## config.mk

```make
export PLATFORM = sky130hd
export DESIGN_NAME = inst_fetch_resp
export DESIGN_NICKNAME = d
export VERILOG_FILES = /design/src/rtl/inst_fetch_resp_pkg.sv /design/src/rtl/inst_byte_asm.sv /design/src/rtl/inst_fetch_resp.sv
export SDC_FILE = /design/constraint.sdc
export NUM_CORES = 1
export LEC_CHECK = 0
export CORE_ASPECT_RATIO = 1.4
export CORE_MARGIN = 1.5
export CORE_UTILIZATION = 53
export DETAILED_ROUTE_END_ITERATION = 8
export PLACE_DENSITY = 0.87
export REMOVE_ABC_BUFFERS = 1
export SYNTH_ARGS = -nofsm -noshare
export SYNTH_HDL_FRONTEND = slang
export SYNTH_SLANG_ARGS = --single-unit
```

## constraint.sdc

```tcl
create_clock -name clk -period 2.5 [get_ports clk]
set_clock_uncertainty 0.05 [all_clocks]
set_input_delay 0.625 -clock clk [delete_from_list [all_inputs] [get_ports clk]]
set_output_delay 0.625 -clock clk [all_outputs]
set_load 0.03 [all_outputs]
```

## src/rtl/inst_fetch_resp_pkg.sv

```systemverilog
// Shared defines for the instruction fetch responder: chip/reset levels,
// instruction bus sizing and the fetch FSM state type.
package inst_fetch_resp_pkg;

    localparam logic ChipEnable   = 1'b1;
    localparam logic ChipDisable  = 1'b0;
    localparam logic RstEnable    = 1'b1;

    localparam int          InstBusW     = 32;
    localparam int          InstAddrBusW = 32;
    localparam logic [31:0] ZeroWord     = 32'h0000_0000;

    typedef enum logic {
        IDLE,
        FETCH
    } fetch_state_t;

    // Bit offset of a byte lane inside the instruction word.
    function automatic logic [4:0] lane_base(input logic [1:0] lane, input logic big_endian);
        return big_endian ? {~lane, 3'b000} : {lane, 3'b000};
    endfunction

endpackage

```

## src/rtl/inst_byte_asm.sv

```systemverilog
// Four-lane byte assembler: drops one ROM byte per load into the lane
// chosen by the byte counter, in big- or little-endian order.
module inst_byte_asm
    import inst_fetch_resp_pkg::*;
#(
    parameter bit BIG_ENDIAN = 1'b1
) (
    input  logic                clk,
    input  logic                rst,
    input  logic                load,
    input  logic [1:0]          lane,
    input  logic [7:0]          byte_in,
    output logic [InstBusW-1:0] word_next
);

    logic [InstBusW-1:0] word_q;

    // word_next already contains the byte arriving this cycle, so the
    // top level can capture a complete word on the final ack edge.
    always_comb begin
        word_next = word_q;
        if (load) begin
            word_next[lane_base(lane, BIG_ENDIAN) +: 8] = byte_in;
        end
    end

    always_ff @(posedge clk) begin
        if (rst == RstEnable) begin
            word_q <= ZeroWord;
        end else begin
            word_q <= word_next;
        end
    end

endmodule

```

## src/rtl/inst_fetch_resp.sv

```systemverilog
// Instruction fetch responder: serves 32-bit instructions from a one-word
// hit buffer, refilling it byte by byte from the ROM port on a miss.
module inst_fetch_resp
    import inst_fetch_resp_pkg::*;
#(
    parameter int ADDR_W     = InstAddrBusW,
    parameter bit BIG_ENDIAN = 1'b1
) (
    input  logic                clk,
    input  logic                rst,
    input  logic [ADDR_W-1:0]   pc_i,
    input  logic                ce_i,
    output logic [InstBusW-1:0] inst_o,
    output logic                stallreq_o,
    output logic [ADDR_W-1:0]   mem_addr_o,
    output logic                mem_rd_o,
    input  logic [7:0]          mem_data_i,
    input  logic                mem_ack_i
);

    fetch_state_t        state;
    fetch_state_t        state_next;
    logic                buf_valid;
    logic [ADDR_W-1:2]   buf_addr;
    logic [InstBusW-1:0] buf_data;
    logic [ADDR_W-1:2]   fetch_addr;
    logic [1:0]          cnt;
    logic                hit;
    logic                start_fetch;
    logic                byte_load;
    logic [InstBusW-1:0] asm_word;

    assign hit         = (ce_i == ChipEnable) & buf_valid & (buf_addr == pc_i[ADDR_W-1:2]);
    assign inst_o      = hit ? buf_data : ZeroWord;
    assign stallreq_o  = (ce_i == ChipEnable) & ~hit;
    assign start_fetch = (state == IDLE) & stallreq_o;
    assign byte_load   = (state == FETCH) & (ce_i == ChipEnable) & mem_rd_o & mem_ack_i;

    inst_byte_asm #(
        .BIG_ENDIAN (BIG_ENDIAN)
    ) u_byte_asm (
        .clk       (clk),
        .rst       (rst),
        .load      (byte_load),
        .lane      (cnt),
        .byte_in   (mem_data_i),
        .word_next (asm_word)
    );

    always_ff @(posedge clk) begin
        if (rst == RstEnable) begin
            state <= IDLE;
        end else begin
            state <= state_next;
        end
    end

    // A disabled chip aborts a fetch even if the ROM acks in the same cycle.
    always_comb begin
        state_next = state;
        case (state)
            IDLE: begin
                if (start_fetch) begin
                    state_next = FETCH;
                end
            end
            FETCH: begin
                if (ce_i == ChipDisable) begin
                    state_next = IDLE;
                end else if (mem_ack_i && cnt == 2'd3) begin
                    state_next = IDLE;
                end
            end
            default: state_next = IDLE;
        endcase
    end

    // The low offset bits of pc_i are masked so every fetch starts word-aligned.
    always_ff @(posedge clk) begin
        if (rst == RstEnable) begin
            buf_valid  <= 1'b0;
            buf_addr   <= '0;
            buf_data   <= ZeroWord;
            fetch_addr <= '0;
            cnt        <= 2'd0;
            mem_rd_o   <= 1'b0;
            mem_addr_o <= '0;
        end else begin
            case (state)
                IDLE: begin
                    if (start_fetch) begin
                        fetch_addr <= pc_i[ADDR_W-1:2];
                        mem_addr_o <= {pc_i[ADDR_W-1:2], pc_i[1:0] & 2'b00};
                        cnt        <= 2'd0;
                        mem_rd_o   <= 1'b1;
                    end
                end
                FETCH: begin
                    if (ce_i == ChipDisable) begin
                        mem_rd_o <= 1'b0;
                    end else if (mem_ack_i) begin
                        if (cnt == 2'd3) begin
                            buf_data  <= asm_word;
                            buf_addr  <= fetch_addr;
                            buf_valid <= 1'b1;
                            mem_rd_o  <= 1'b0;
                        end else begin
                            cnt        <= cnt + 2'd1;
                            mem_addr_o <= {fetch_addr, cnt + 2'd1};
                        end
                    end
                end
                default: begin
                    mem_rd_o <= 1'b0;
                end
            endcase
        end
    end

endmodule

```

* Word level (Yosys, flattened, before mapping)
Cells that the tools add are included.
** Storage, ports and cells
- Output and inout bits :: 66
- Logic and storage cells :: 58
- Input bits :: 44
- Register bits :: 161
** Operators by class
- Reductions and logical operators :: 5
- Equal/unequal tests :: 8
- Mux-type cells :: 22
- Bitwise gates (word level) :: 10
- Add/subtract/negate cells :: 2
- Shift operators :: 2
** Operators by type and width (number)
- 2-to-1 mux 32 bit :: 6
- case mux 32 bit (2 select lines) :: 1
- bitwise mux 32 bit :: 1
- variable shift 8 x 7 -> 32 bit, first input constant :: 1
- indexed part select 8 x 7 -> 32 bit :: 1
- equality test 30 bit :: 1
- 2-to-1 mux 2 bit :: 4
- != test 2 bit, second input constant :: 4
- AND reduction 4 bit :: 2
- AND 1 bit :: 7
- 2-to-1 mux 1 bit :: 7
- negator 5 -> 7 bit :: 1
- case mux 1 bit (2 select lines) :: 2
- case mux 2 bit (2 select lines) :: 1
- != test 3 x 2 -> 1 bit, second input constant :: 1
- != test 3 bit, second input constant :: 1
- AND reduction 3 bit :: 1
- adder 2 x 1 -> 2 bit, second input constant :: 1
- equality test 2 bit, second input constant :: 1
- NOT 1 bit :: 2
- NOT 2 bit :: 1
- AND reduction 2 bit :: 1
- logical AND 1 bit :: 1

* Logic depth before layout (Yosys ltp)
Gate-level depths: netlist (run 1).
- Depth after elaboration :: 7
- Gate-level depth with buffers :: 9
- Mapped depth without buffers :: 7

* By module
Synthesis (run 1) repeated with hierarchy kept, for this count alone.
** Second synthesis, totals
- Cell total of the unflattened synthesis :: 846
- Area total of the unflattened synthesis :: 7589.8 um^2
** By module, submodules not included
- inst_fetch_resp :: sequential area each 2542.4 um^2, cells an instance 644, area an instance 5611.6 um^2, times used 1
- inst_byte_asm :: sequential area each 640.6 um^2, cells an instance 202, area an instance 1978.1 um^2, times used 1

* Least setup slack after synthesis (run 1)
OpenSTA, ideal clock, no wires.
- Path kind :: input-to-output
- Start :: in pc_i[4]
- End :: out inst_o[10]
- Data required time :: 1825 ps
- Setup slack :: -135 ps
- Data arrival time :: 1960 ps
- Stages on the path :: 6
- Path buffers :: 1
- Cells stage by stage :: xor2_1 > nor4_1 > nand4_1 > nor2_1 > clkbuf_1 > and2_1
** On the way
- Longest elaborated chain between the ends :: 3
** Ends and longest elaborated chain
- from (decl) :: RTL line inst_fetch_resp.sv:11 : input logic [ADDR_W-1:0] pc_i,
- equality test 30 bit :: RTL line inst_fetch_resp.sv:33 : assign hit = (ce_i == ChipEnable) & buf_valid & (buf_addr == pc_i[ADDR_W-1:2]);
- AND 1 bit :: RTL line inst_fetch_resp.sv:33
- 2-to-1 mux 32 bit :: RTL line inst_fetch_resp.sv:34 : assign inst_o = hit ? buf_data : ZeroWord;
- to (decl) :: RTL line inst_fetch_resp.sv:13 : output logic [InstBusW-1:0] inst_o,
Every way passes these cells.

* Final worst setup path (run 1)
- Start :: in pc_i[27]
- End :: out inst_o[0]
The elaborated chain is that of the path after synthesis.

==> impl_metrics.json, run 1 <==
{
  "status": "finished, violations left",
  "violations": "setup timing",
  "h-tree-depth": 4,
  "drt-total-wl_um": 18400,
  "worst_slack_ps": -618,
  "tightest_slew_ps": 668,
  "antenna_found_initial": 2,
  "ctsLongestPathBuffers": 2,
  "synth_compound_area_share_pct": 16.2,
  "grt_start_max_net_pins": 63,
  "numPortBuffers": 107,
  "synth_xor_xnor_area_share_pct": 3.96,
  "met3_length_um": 1130,
  "synthDistinctLibCells": 26,
  "crit_family": "simple AND/OR/NAND/NOR gates",
  "path_max_fanout": 8,
  "vias": 6067,
  "cts-buffers-inserted": 17,
  "synth_area_leader_cell": "dfxtp_1",
  "initialDrtViolationCount": 341,
  "syn-instance-count": 767,
  "grt_pass1_wl_um": 28700,
  "ys_ff_latch": 159,
  "viasPerCell": 5.73,
  "place_congestion": 0.814,
  "synth_top_family_by_area": "simple AND/OR/NAND/NOR gates",
  "fin_util_pct": 76.2,
  "synthAdderAreaFrac_pct": 0.943,
  "synthesis.area_um2": 6640,
  "synth_edf_count": 0,
  "grt_pass1_vias": 5761,
  "max_stage_delay_ps": 290,
  "hold_class": "primary input to register",
  "areaGrowthSynthToFinish_pct": 40.7,
  "met1_length_um": 7000,
  "grt-ovfl-total": 0,
  "die_x_um": 97.6,
  "power.total_mw": 6.11,
  "cts-root-buf": "clkbuf_16",
  "synthSimpleGateAreaFrac_pct": 20.9,
  "clk_latency_ps": 420,
  "hold_violations": 0,
  "drv_slew": 0,
  "fmax_mhz": 321,
  "critPathBufInv": 5,
  "min_period_ps": 3120,
  "drc": 0,
  "ys_async_sr_fraction_pct": 0,
  "drive_gt1_share_pct": 22.9,
  "cts_sinks": 159,
  "crit_path_end_kind": "output port",
  "die_height_um": 135,
  "critPathLaunchType": "primary input",
  "post_drt_wl_per_cell_um": 17.4,
  "rsz0062_at_grt": "yes",
  "core-area_um2": 12300,
  "final_nets": 943,
  "ant_nets": 0,
  "path_cells": "clkdlybuf4s15_2 > xor2_1 > nor4_2 > buf_4 > nand4_1 > nor2_4 > buf_6 > buf_8 > and2_4 > buf_12",
  "powerDensity_nw_per_um2": 654,
  "relSlewSlack_pct": 55.5,
  "syn_avg_cell_area_um2": 8.65,
  "initial_core_util_pct": 54.2,
  "setup_viol": 44,
  "grt_util_all_layers_pct": 27.0,
  "pre_cts_slack_ps": -970,
  "cap_violations": 0,
  "top_layer": "met4",
  "cts_tree": "done",
  "ir_worst_vdd_mv": 0.453,
  "io_pins": 110,
  "critPathRequiredTime_ps": 1820,
  "slowest_stage": "nor4_2",
  "drt_pre_antenna_iters": 5,
  "die_area_um2": 13200,
  "rows": 48,
  "leakagePower_nw": 3.82,
  "crit_type": "primary input to output port",
  "synthTopCellsByArea": "dfxtp_1 48%, a211oi_1 7.0%, nor2_1 5.7%, a21oi_1 4.8%, mux2i_1 4.5%",
  "seq_area_frac_synth_pct": 48.0,
  "place_hpwl_um": 10300,
  "fin_crit_sh_pct": 125,
  "route.met2.wl_um": 9660,
  "arrival_ps": 2440,
  "clkTransAtPathRegs_ps": 60,
  "synth_top_area_share_pct": 48.0,
  "whs_ps": 405,
  "yosysWarnings": 0,
  "ys_dominant_reg_cell": "dfxtp_1",
  "muxShareOfSynthArea_pct": 4.52
}
==> synthesized netlist by cell type (9+ instances only) <==
| library cell | instances |
|---|---|
| a21oi_1 | 64 |
| and2_1 | 33 |
| nor2b_1 | 32 |
| mux2i_1 | 30 |
| nor2_1 | 100 |
| and3_1 | 35 |
| clkbuf_1 | 40 |
| xor2_1 | 30 |
| inv_1 | 34 |
| a211oi_1 | 62 |
| a221oi_1 | 30 |
| nand2_1 | 72 |
| buf_2 | 9 |
| dfxtp_1 | 159 |
==> worst paths after layout <==
path | slack [ps] | end | cells after the start | start
worst max-delay path | -620 | inst_o[0] | 10 | pc_i[27]
worst min-delay path | 400 | fetch_addr[31] | 3 | pc_i[31]
worst max register to register | -30 | mem_addr_o[20] | 9 | buf_addr[21]
worst min register to register | 400 | mem_addr_o[12] | 2 | mem_addr_o[12]
==> repair_timing <==
action,CTS,global route
setup endpoints to repair,97,97
hold buffers,0,0
setup buffers,12,3
gates cloned,5,2
resized for setup,124,68
pin swaps,36,29
==> cell usage in the layout (no fill, tap or decap), drive strengths merged, types with 35 or more instances in the layout <==
cell type | Yosys | layout
dfxtp | 159 | 159
nor2 | 100 | 100
buf | 18 | 100
nand2 | 72 | 72
a21oi | 64 | 64
a211oi | 62 | 62
clkdlybuf4s50 | 0 | 42
and3 | 35 | 35
inv | 34 | 35
and2 | 35 | 35
==> layer usage <==
metal	GRT usage, %	vias to the layer above
met2	47.8	255
met5	0	-
met1	31.4	2887
met4	12.9	0
li1	-	2873
met3	5.16	52
==> tightest hold or removal path: cells and delay by family <==
| kind | cells | cell delay (ps) |
|---|---|---|
| mux | 1 | 60 |
| simple gates | 1 | 70 |
| buf+inv | 1 | 80 |
==> where the power goes <==
group	switching (mW)	internal [mW]
registers	0.0548	2.62
logic	0.399	0.321
clock network	1.04	1.68
total	1.49	4.61
==> flip-flops by register name (all words and copies together), names as in the netlist <==
name,flops
state,1
mem_rd_o,1
u_byte_asm.word_q,32
buf_addr,30
buf_valid,1
mem_addr_o,32
fetch_addr,30
buf_data,32
==> cell families (layout without fill, tap and decap cells) <==
| group | count (synthesis) | in the layout |
|---|---|---|
| AO/OA/AOI/OAI | 159 | 159 |
| multiplexers | 30 | 30 |
| adder cells (fa/ha/maj) | 5 | 5 |
| buffers and inverters | 92 | 232 |
| flip-flops | 159 | 159 |
| other | 0 | 2 |
| AND/OR/NAND/NOR | 292 | 292 |
| XOR/XNOR | 30 | 30 |
==> per-stage QoR <==
step / TNS, ps / cells / instance area (µm²)
after global placement: -64340 / 1012 / 8180
after global routing: -23160 / 1058 / 9330
after detailed placement: -66630 / 1012 / 8180
final: -19530 / 1059 / 9340
after floorplan: -185270 / 709 / 6400
after CTS: -15070 / 1057 / 9110
==> area by class of cell <==
cell class	count	area, µm²
diodes	2	5.00
clock buffers	19	433
clock inverters	13	188
fillers	772	2920
inverters	34	128
multi-input cells	516	3350
flip-flops and latches	159	3190
well taps	150	188
repair buffers	166	1850
Power figures use the tool's default switching activity.
==> run 2: changes to the inputs <==
--- a/config.mk
+++ b/config.mk
@@ -8,6 +8,7 @@
 export CORE_ASPECT_RATIO = 1.4
 export CORE_MARGIN = 1.5
 export CORE_UTILIZATION = 53
+export CTS_BUF_LIST = sky130_fd_sc_hd__clkbuf_8 sky130_fd_sc_hd__clkbuf_16
 export DETAILED_ROUTE_END_ITERATION = 8
 export PLACE_DENSITY = 0.87
 export REMOVE_ABC_BUFFERS = 1
==> run 2 against run 1 <==
The flow still finishes with violations (setup timing); flip-flop and latch count is the same; register-to-register slack hardly changed; hold slack worse by 3.8 ps; wire length grew 0.40%; sequential power about the same; power hardly changed.
==> impl_metrics.json, run 2 (same netlist as run 1, synthesis figures left out) <==
{
  "grt_util_all_layers_pct": 27.0,
  "initialDrtViolationCount": 331,
  "grt-ovfl-total": 0,
  "ctsLongestPathBuffers": 2,
  "grt_start_max_net_pins": 63,
  "relSlewSlack_pct": 54.7,
  "cts-buffers-inserted": 17,
  "hold_path_depth": 3,
  "die_area_um2": 13200,
  "critPathLaunchType": "primary input",
  "nFillCells": 772,
  "leakagePower_nw": 3.83,
  "fmax_mhz": 321,
  "pre_cts_slack_ps": -970,
  "hold_violations": 0,
  "drt-total-wl_um": 18500,
  "post_drt_wl_per_cell_um": 17.5,
  "areaGrowthSynthToFinish_pct": 40.7,
  "path_max_fanout": 8,
  "worst-r2r-cell-count": 9,
  "ir_worst_vdd_mv": 0.453,
  "whs_endpoint": "fetch_addr[31]",
  "clk_latency_ps": 420,
  "whs_ps": 401,
  "p_sw_share_pct": 24.5,
  "place_congestion": 0.814,
  "p_clk_share_pct": 44.4,
  "crit_path_end_kind": "output port",
  "seqPwrFrac_pct": 43.8,
  "hp-start": "pc_i[31]",
  "final_common_cell": "dfxtp_1",
  "drive_gt1_share_pct": 22.9,
  "internal_power_mw": 4.60,
  "arrival_ps": 2440,
  "cts_sinks": 159,
  "multi_input_comb_area_um2": 3350,
  "hold_class": "primary input to register",
  "place_inst": 1012,
  "grt_pass1_vias": 5761,
  "vias": 6068,
  "die_x_um": 97.6,
  "p_switching_mw": 1.50,
  "cts-root-buf": "clkbuf_16",
  "placed_area_um2": 8180,
  "place_hpwl_um": 10300,
  "fin_crit_sh_pct": 125,
  "holdBufCountCts": 0,
  "violations": "setup timing",
  "cap_violations": 0,
  "initial_core_util_pct": 54.2,
  "die_height_um": 135,
  "worstReg2RegEnd": "mem_addr_o[20]",
  "rsz0062_at_grt": "yes",
  "design_area_um2": 9340,
  "final_nets": 943,
  "min_period_ps": 3120,
  "viasPerCell": 5.73,
  "worst_slack_ps": -617,
  "core-area_um2": 12300,
  "numPortBuffers": 107,
  "seqCellArea_um2": 3190,
  "io_pins": 110,
  "clkTransAtPathRegs_ps": 70,
  "grt_pass1_wl_um": 28700,
  "powerDensity_nw_per_um2": 654,
  "tightest_slew_ps": 679,
  "reg.largest.list": "buf_data x32, mem_addr_o x32, u_byte_asm.word_q x32",
  "drc": 0,
  "layout_common_cells": "153 x dfxtp_1, 99 x nor2_1, 72 x nand2_1",
  "setup_viol": 43,
  "fin_cells": 1059,
  "crit_type": "primary input to output port",
  "rr_startpoint": "buf_addr[21]",
  "antenna_found_initial": 2,
  "reg2reg_slack_ps": -20,
  "ant_nets": 0,
  "p_comb_share_pct": 11.8,
  "finalSetupTns_ps": -19440,
  "drv_slew": 0,
  "h-tree-depth": 4,
  "cts_tree": "done",
  "drt_pre_antenna_iters": 5,
  "status": "finished, violations left",
  "critPathRequiredTime_ps": 1820,
  "rows": 48
}
[run 2: cell count changes in the layout (fill, tap and decap cells not counted), sizes merged]
cell	before	now
inv	35	37
clkbuf	23	21
[run 2: final cells by class]
cell class,instances,area share [%]
Multi-Input combinational cell,516,35.9
Antenna cell,2,0.0536
Sequential cell,159,34.2
Timing Repair Buffer,166,19.9
Clock inverter,15,2.09
Inverter,34,1.37
Clock buffer,17,4.56
Tap cell,150,2.01
[run 2: how the worst max path moves through the flow]
stage,start,endpoint,depth (start not counted)
CTS,buf_addr[17],inst_o[9],9
floorplan,pc_i[4],mem_addr_o[10],6
global route,pc_i[27],inst_o[9],10
finish,pc_i[27],inst_o[0],10
global placement,pc_i[21],stallreq_o,8
detailed placement,pc_i[21],inst_o[9],9
[run 2: worst max-delay path: stages]
cell and delay, ps:
clkdlybuf4s15_2 220, xor2_1 160, nor4_2 290, buf_4 160, nand4_1 170, nor2_4 260
buf_6 140, buf_8 130, and2_4 160, buf_12 110
[run 2: routing by layer]
layer | track usage (%) | wire (µm) | vias up
met3 | 5.16 | 1160 | 46
met4 | 12.9 | 570 | 0
met1 | 31.4 | 6990 | 2898
li1 | - | - | 2871
met2 | 47.8 | 9780 | 253
met5 | 0 | 0 | -
[run 2: power by group through the flow]
stage	clock network, mW	logic [mW]	registers, mW
floorplan	0	0.215	2.82
global placement	0	0.630	2.72
detailed placement	0	0.640	2.72
CTS	2.72	0.688	2.67
global route	2.84	0.761	2.68
finish	2.71	0.720	2.67
[run 2: repair_timing]
action / in CTS / in global routing
endpoints found under the hold margin: 0 / 0
pin swaps: 36 / 28
setup buffers: 12 / 3
gates resized for setup: 124 / 68
endpoints found under the setup margin: 97 / 97
gates cloned: 5 / 2
[run 2: metrics by stage]
stage / utilization [%] / power, mW
2_1_floorplan: - / 3.03
3_3_place_gp: 66.7 / 3.35
3_5_place_dp: 66.7 / 3.36
4_1_cts: 74.4 / 6.08
5_1_grt: 76.2 / 6.28
6_report: 76.2 / 6.10
